===== config.mk =====
export PLATFORM = sky130hd
export DESIGN_NAME = decoder_negedge_t
export DESIGN_NICKNAME = d
export VERILOG_FILES = /design/src/rtl/decoder_negedge_t_pkg.sv /design/src/rtl/decoder_negedge_t.sv
export SDC_FILE = /design/constraint.sdc
export NUM_CORES = 1
export LEC_CHECK = 0
export ABC_AREA = 1
export BUFFER_PORTS_ARGS = -buffer_cell sky130_fd_sc_hd__buf_2
export CAP_MARGIN = 20
export CELL_PAD_IN_SITES_DETAIL_PLACEMENT = 1
export CELL_PAD_IN_SITES_GLOBAL_PLACEMENT = 1
export CORE_ASPECT_RATIO = 0.75
export CORE_MARGIN = 2
export CORE_UTILIZATION = 25
export DETAILED_ROUTE_END_ITERATION = 10
export PLACE_DENSITY_LB_ADDON = 0.08
export SKIP_CTS_REPAIR_TIMING = 1
export SLEW_MARGIN = 10
export SYNTH_ARGS = -nofsm -noshare
export SYNTH_HDL_FRONTEND = slang
export SYNTH_SLANG_ARGS = --single-unit

===== constraint.sdc =====
create_clock -name clock -period 4.6 [get_ports clock]
set_clock_uncertainty 0.15 [all_clocks]
set_input_delay 0.46 -clock clock [delete_from_list [all_inputs] [get_ports clock]]
set_output_delay 0.46 -clock clock [all_outputs]
set_load 0.05 [all_outputs]

===== src/rtl/decoder_negedge_t_pkg.sv =====
// Shared definitions for the temporal-line thermometer encoder/decoder pair:
// window default, decoder FSM states and the thermometer construction function.
package decoder_negedge_t_pkg;

  localparam int WINDOW_DEFAULT = 8;
  localparam int THERM_MAX      = 64;
  localparam int COUNT_W        = $clog2(THERM_MAX + 1);

  typedef enum logic [1:0] {
    IDLE   = 2'd0,
    SAMPLE = 2'd1,
    DONE   = 2'd2
  } state_e;

  // Thermometer code with 'count' ones packed at the LSB end; callers truncate
  // to their own window width.
  function automatic logic [THERM_MAX-1:0] therm_from_count(input logic [COUNT_W-1:0] count);
    logic [THERM_MAX-1:0] ones;
    ones = '1;
    if (count >= COUNT_W'(THERM_MAX)) return ones;
    return ones >> (COUNT_W'(THERM_MAX) - count);
  endfunction

endpackage


===== src/rtl/decoder_negedge_t.sv =====
// Temporal-line decoder: after an accepted start, the index of the first low
// line sample selects a thermometer value; an all-high window decodes to zero.
module decoder_negedge_t
  import decoder_negedge_t_pkg::*;
#(
  parameter int WINDOW = WINDOW_DEFAULT
) (
  input  logic              clock,
  input  logic              reset,
  input  logic              incoming_line,
  input  logic              start_valid,
  output logic              start_ready,
  output logic [WINDOW-1:0] value_out,
  output logic              value_valid,
  input  logic              value_ready,
  output logic              drop_error
);

  localparam int K_W = $clog2(WINDOW + 1);

  state_e            r_state;
  state_e            w_next_state;
  logic [K_W-1:0]    r_k;
  logic [K_W-1:0]    w_next_k;
  logic [WINDOW-1:0] r_value;
  logic [WINDOW-1:0] w_next_value;
  logic              r_drop;

  logic              w_start_ready;
  logic              w_accept;
  logic [COUNT_W-1:0] w_ones;
  logic [WINDOW-1:0] w_therm;

  assign w_start_ready = (r_state == IDLE) | ((r_state == DONE) & value_ready);
  assign w_accept      = start_valid & w_start_ready;

  // First low at index k yields all-ones >> k, i.e. WINDOW-k ones.
  assign w_ones  = COUNT_W'(WINDOW) - COUNT_W'(r_k);
  assign w_therm = WINDOW'(therm_from_count(w_ones));

  always_comb begin
    // NOTE: every output of this block gets a default first so no path leaves
    // a variable unassigned, which would otherwise infer a latch.
    w_next_state = r_state;
    w_next_k     = r_k;
    w_next_value = r_value;
    case (r_state)
      IDLE: begin
        if (w_accept) begin
          w_next_state = SAMPLE;
          w_next_k     = '0;
        end
      end
      SAMPLE: begin
        if (!incoming_line) begin
          w_next_state = DONE;
          w_next_value = w_therm;
        end else if (r_k == K_W'(WINDOW - 1)) begin
          w_next_state = DONE;
          w_next_value = '0;
        end else begin
          w_next_k = r_k + 1'b1;
        end
      end
      DONE: begin
        if (value_ready) begin
          if (w_accept) begin
            w_next_state = SAMPLE;
            w_next_k     = '0;
          end else begin
            w_next_state = IDLE;
          end
        end
      end
      default: w_next_state = IDLE;
    endcase
  end

  always_ff @(posedge clock or posedge reset) begin
    if (reset) begin
      r_state <= IDLE;
      r_k     <= '0;
      r_value <= '0;
      r_drop  <= 1'b0;
    end else begin
      // NOTE: non-blocking assignments keep every register updating from the
      // pre-edge values, independent of statement order.
      r_state <= w_next_state;
      r_k     <= w_next_k;
      r_value <= w_next_value;
      r_drop  <= r_drop | (start_valid & ~w_start_ready);
    end
  end

  assign start_ready = w_start_ready;
  assign value_out   = r_value;
  assign value_valid = (r_state == DONE);
  assign drop_error  = r_drop;

endmodule

# [After elaboration in Yosys (flattened, before gate mapping)]
# Index checks and enable logic that the tools add are counted.
[word_totals] reg_bits=15 word_cells=45
[classes] n_eq_ne=9 n_lt_le_gt_ge=1 n_bitwise=6 add_sub_neg=3 n_shift=1 n_reduce_logical=5 muxes=16
[ops] cell="$shr 64x7->8 const A" count=1
[ops] cell="$mux 8" count=4
[ops] cell="$mux 4" count=4
[ops] cell="$pmux 4 s3" count=1
[ops] cell="$mux 2" count=4
[ops] cell="$ge 7x7->1 const B" count=1
[ops] cell="$sub 7x7->7 const A" count=1
[ops] cell="$ne 2x2->1 const B" count=3
[ops] cell="$pmux 2 s3" count=1
[ops] cell="$sub 4x4->5 const A" count=1
[ops] cell="$add 4x1->4 const B" count=1
[ops] cell="$eq 4x3->1 const B" count=1
[ops] cell="$ne 2x1->1 const B" count=2
[ops] cell="$reduce_and 4->1" count=1
[ops] cell="$and 1x1->1" count=3
[ops] cell="$ne 3x3->1 const B" count=1
[ops] cell="$reduce_and 3->1" count=1
[ops] cell="$reduce_bool 3->1" count=1
[ops] cell="$eq 2x1->1 const B" count=1
[ops] cell="$eq 2x2->1 const B" count=1
[ops] cell="$logic_not 2->1" count=1
[ops] cell="$mux 1" count=2
[ops] cell="$or 1x1->1" count=2
[ops] cell="$reduce_and 2->1" count=1
[ops] cell="$not 1->1" count=1

# [Depth between registers and ports, before layout]
[depth] ltp_word=7 mapped_depth=13 mapped_depth_nobuf=12

# [Worst setup path after synthesis]
# Ideal clock, no wire load.
[synth_path] path_kind="input-to-reg" from="input port value_ready" to="register r_k[2]" path_stages=6 path_slack_ns=2.535 n_path_buf=0 t_arrival_ns=1.837 cell_sequence="inv_1 -> a21oi_1 -> nand2_1 -> nand2_1 -> a21oi_1 -> a21oi_1"
[synth_via] elab_chain_len=6 word_cells_on_any_way=8 cone_classes="eq/ne: 1; mux: 3; bitwise: 3; reduce/logical: 1"
[synth_lines] element="start: declaration" line_no="decoder_negedge_t.sv:15" source="input logic value_ready,"
[synth_lines] element="$and 1x1->1 *" line_no="decoder_negedge_t.sv:34" source="assign w_start_ready = (r_state == IDLE) | ((r_state == DONE) & value_ready);"
[synth_lines] element="$or 1x1->1 *" line_no="decoder_negedge_t.sv:34"
[synth_lines] element="named net start_ready" line_no="decoder_negedge_t.sv:12" source="output logic start_ready,"
[synth_lines] element="$and 1x1->1 *" line_no="decoder_negedge_t.sv:35" source="assign w_accept = start_valid & w_start_ready;"
[synth_lines] element="$mux 4 *"
[synth_lines] element="$mux 4"
[synth_lines] element="$pmux 4 s3 *"
[synth_lines] element="end signal: assignment" line_no="decoder_negedge_t.sv:89" source="r_k <= w_next_k;"
[synth_lines] element="end: declaration" line_no="decoder_negedge_t.sv:23" source="logic [K_W-1:0] r_k;"
# Mark *: on every way through the listed nets, which the timed path passes. The rest lies on a longest branch. The select of a mux whose other input is x is not followed.
# A chain may end at the register's enable or synchronous reset.

# [Worst setup path in the final report]
[layout_path] from="register r_k[0]" to="register r_value[5], in the netlist value_out[5]"
[layout_via] elab_chain_len=5 word_cells_on_any_way=10 cone_classes="add/sub: 2; order compare: 1; eq/ne: 2; shift: 1; mux: 3; reduce/logical: 1"
[layout_lines] element="$sub 4x4->5" line_no="decoder_negedge_t.sv:38" source="assign w_ones = COUNT_W'(WINDOW) - COUNT_W'(r_k);"
[layout_lines] element="$sub 7x7->7 / $ge 7x7->1 (equally long branches)" line_no="decoder_negedge_t_pkg.sv:21, decoder_negedge_t_pkg.sv:20"
[layout_lines] element="$shr 64x7->8 / $mux 1 (equally long branches)" line_no="decoder_negedge_t_pkg.sv:21, decoder_negedge_t_pkg.sv:20"
[layout_lines] element="$mux 8" line_no="decoder_negedge_t_pkg.sv:21" source="return ones >> (COUNT_W'(THERM_MAX) - count);"
[layout_lines] element="$mux 8" line_no="decoder_negedge_t.sv:55" source="if (!incoming_line) begin"
[layout_lines] element="end signal: assignment" line_no="decoder_negedge_t.sv:90" source="r_value <= w_next_value;"
[layout_lines] element="end: declaration" line_no="decoder_negedge_t.sv:25" source="logic [WINDOW-1:0] r_value;"
# Parallel ways exist; a longest one is shown, timed or not.

==> reports/summary.json <==
{
  "status": {
    "status": "finished, final reports clean"
  },
  "cells_and_area": {
    "post_route_cells_drive_above_1_share": 0.265,
    "syn_to_final_growth_pct": 17.7,
    "fillers": 415,
    "antenna_cells": 0,
    "nets": 143
  },
  "worst_setup_path": {
    "reg2reg_slack_ns": 2.40,
    "worstReg2RegEnd": "value_out[5]",
    "timing.critical_path.fanout_max": 6,
    "cp_arrival_ns": 2.20,
    "required_ns": 4.60,
    "worstSetupStartpointType": "register",
    "worst_r2r_path_depth": 12,
    "category_of_the_critical_setup_timing_path": "register to register",
    "worstSetupEndpointType": "register",
    "reg2reg_from": "r_k[0]"
  },
  "synthesis": {
    "synth.yosys.warnings": 0,
    "synth_top_flop_cell": "sky130_fd_sc_hd__dfrtp_1",
    "synth-edff-count": 0,
    "yosys-mux-area-fraction": 0,
    "syn_nets": 124,
    "yosys-top-cells-area": "sky130_fd_sc_hd__dfrtp_1 (42%), sky130_fd_sc_hd__nand2_1 (13%), sky130_fd_sc_hd__ha_1 (7.0%)",
    "synth.top_cell.area_share": 0.418,
    "synth-compound-area-share": 0.0905,
    "synth_simple_gate_area_share": 0.330,
    "yosysUniqueCellTypes": 21,
    "synthCells": 114,
    "synth_async_reset_ratio": 1.00,
    "yosysSeqAreaShare": 0.418,
    "synth_top_family_by_area": "simple AND/OR/NAND/NOR gates",
    "synthMostInstantiatedCell": "sky130_fd_sc_hd__nand2_1",
    "ys_seq_elements": 15,
    "synthXorXnorAreaFrac": 0,
    "netlist_area_um2": 898,
    "synthesis.area_per_instance_um2": 7.88,
    "synth.largest_area_cell": "sky130_fd_sc_hd__dfrtp_1",
    "yosys-top-cells-count": "sky130_fd_sc_hd__nand2_1 (31), sky130_fd_sc_hd__dfrtp_1 (15), sky130_fd_sc_hd__inv_1 (14)",
    "yosys.area_share.adder": 0.0696
  },
  "die": {
    "core.rowCount": 18,
    "io_pins": 16,
    "core_area_um2": 3360,
    "die_height_um": 55.9,
    "die_w_um": 73.2,
    "initial_utilization": 0.268,
    "dieArea_um2": 4090
  },
  "routing": {
    "drcViolationCount": 0,
    "post_drt_wl_per_cell_um": 12.7,
    "firstDrtPassIters": 4,
    "detailedRoute.firstIterationViolations": 17,
    "drtAntennaViolNets": 0,
    "post_drt_via_cell_ratio": 4.49,
    "detail_route.wirelength_um": 2180,
    "number_of_vias_in_the_routed_layout": 772
  },
  "sta": {
    "slew_at_the_pin_closest_to_its_max_slew_limit_ns": 0.626,
    "fmax_ghz": 0.455,
    "final.setup.tns_ns": 0,
    "relative_slew_slack": 0.582,
    "finalSetupViolations": 0,
    "timing_hold_violations_final": 0,
    "finalCritPeriodShare": 0.478,
    "finalCriticalPeriod_ns": 2.20,
    "grt_setup_unrepaired": "no",
    "hold_ws_ns": 0.126,
    "finalMaxSlewViolations": 0
  },
  "cts": {
    "clock_tree.buffer_depth": 2,
    "cts_htree_levels": 1,
    "worstSkewPairLatency_ns": 0.25,
    "clockRootBuffer": "sky130_fd_sc_hd__clkbuf_8",
    "cts.reportedPaths.clkPinSlew_ns": 0.07,
    "clkSinkCount": 15,
    "cts_tree": "built",
    "cts-buffers-inserted": 3
  },
  "placed_design": {
    "place_hpwl_um": 1740,
    "gp_congestion": 0.695,
    "port_buffers": 15
  },
  "grt": {
    "grt-ovfl-total": 0,
    "grt_first_pass_wirelength_um": 3950,
    "grt_start_max_net_pins": 16,
    "first_global_vias": 805,
    "antenna_found_initial": 0,
    "grtUsageTotal": 0.126
  },
  "hold_path": {
    "path_category_of_the_worst_min_delay_check": "input port to asynchronous set/reset pin"
  },
  "job": {
    "cap_violations": 0
  }
}
## area by class of cell
class / instances / area (um^2) / area share
sequential: 15 / 375 / 0.355
clock buffer: 4 / 45.0 / 0.0426
inverter: 19 / 71.3 / 0.0675
timing repair buffer: 15 / 75.1 / 0.0710
tap: 40 / 50.0 / 0.0473
multi-input combinational: 79 / 440 / 0.417
## worst max-delay path by stage
stage	from	cells after the start	endpoint	slack, ns
final	r_k[0]	12	value_out[5]	2.40
after global routing	r_k[1]	12	value_out[5]	2.13
after CTS	r_k[0]	12	value_out[5]	2.37
after detailed placement	r_k[0]	12	value_out[5]	2.40
after global placement	r_k[0]	12	value_out[6]	2.38
after floorplan	value_ready	6	r_k[2]	2.54
## logic make-up after synthesis
logic type / after synthesis
buffers and inverters: 20
AO/OA/AOI/OAI: 12
adder cells (fa/ha/maj): 5
AND/OR/NAND/NOR: 62
flip-flops: 15
## layer usage
metal | share of wire | vias up | routed length, um | global-route usage
met5 | 0 | - | 0 | 0
met4 | 0.0046 | 0 | 10 | 0.0238
met1 | 0.54 | 366 | 1170 | 0.188
met3 | 0.048 | 3 | 104 | 0.0453
met2 | 0.41 | 12 | 893 | 0.172
li1 | - | 391 | - | -
## worst max-delay path: stages, from the launching register on
cell and delay, ns:
sky130_fd_sc_hd__dfrtp_1 0.46, sky130_fd_sc_hd__inv_2 0.11, sky130_fd_sc_hd__ha_1 0.22, sky130_fd_sc_hd__inv_1 0.08, sky130_fd_sc_hd__nor2_1 0.06, sky130_fd_sc_hd__nor2_1 0.17, sky130_fd_sc_hd__inv_2 0.07, sky130_fd_sc_hd__ha_1 0.29
sky130_fd_sc_hd__nand2_1 0.11, sky130_fd_sc_hd__o21bai_4 0.16, sky130_fd_sc_hd__nand2_2 0.09, sky130_fd_sc_hd__nand2_1 0.07, sky130_fd_sc_hd__nand2_1 0.05
## cells in the final DEF (no fill, tap or decap)
cell type                  instances
sky130_fd_sc_hd__a22oi_1           1
sky130_fd_sc_hd__nand3_1           7
sky130_fd_sc_hd__clkbuf_8          3
sky130_fd_sc_hd__inv_1            14
sky130_fd_sc_hd__nand2_1          31
sky130_fd_sc_hd__o21ai_0           2
sky130_fd_sc_hd__dfrtp_1          15
sky130_fd_sc_hd__a21oi_1           3
sky130_fd_sc_hd__inv_2             5
sky130_fd_sc_hd__clkbuf_1          1
sky130_fd_sc_hd__nand2_2           7
sky130_fd_sc_hd__ha_1              5
sky130_fd_sc_hd__o21bai_4          1
sky130_fd_sc_hd__nand4_1           2
sky130_fd_sc_hd__nand3_2           2
sky130_fd_sc_hd__and3_1            1
sky130_fd_sc_hd__o21bai_1          1
sky130_fd_sc_hd__o31ai_1           1
sky130_fd_sc_hd__nor2_1            9
sky130_fd_sc_hd__buf_2            15
sky130_fd_sc_hd__nor2_4            2
sky130_fd_sc_hd__or2_0             1
sky130_fd_sc_hd__o21ai_1           3
## state kept, by name, indices dropped and copies added, names as in the netlist
signal / cells
r_state: 2
value_out: 8
r_k: 4
drop_error: 1
## per-stage QoR
stage | utilization | instance area [um^2] | worst slack (ns) | cells
global placement | 0.302 | 1010 | 2.38 | 168
detailed placement | 0.302 | 1010 | 2.40 | 168
finish | 0.315 | 1060 | 2.40 | 172
CTS | 0.315 | 1060 | 2.37 | 172
global route | 0.315 | 1060 | 2.13 | 172
floorplan | - | 898 | 2.54 | 114
Power is left out: the tool's default activity adds up to more than one toggle a clock period on the data nets, which glitch-free logic cannot reach.
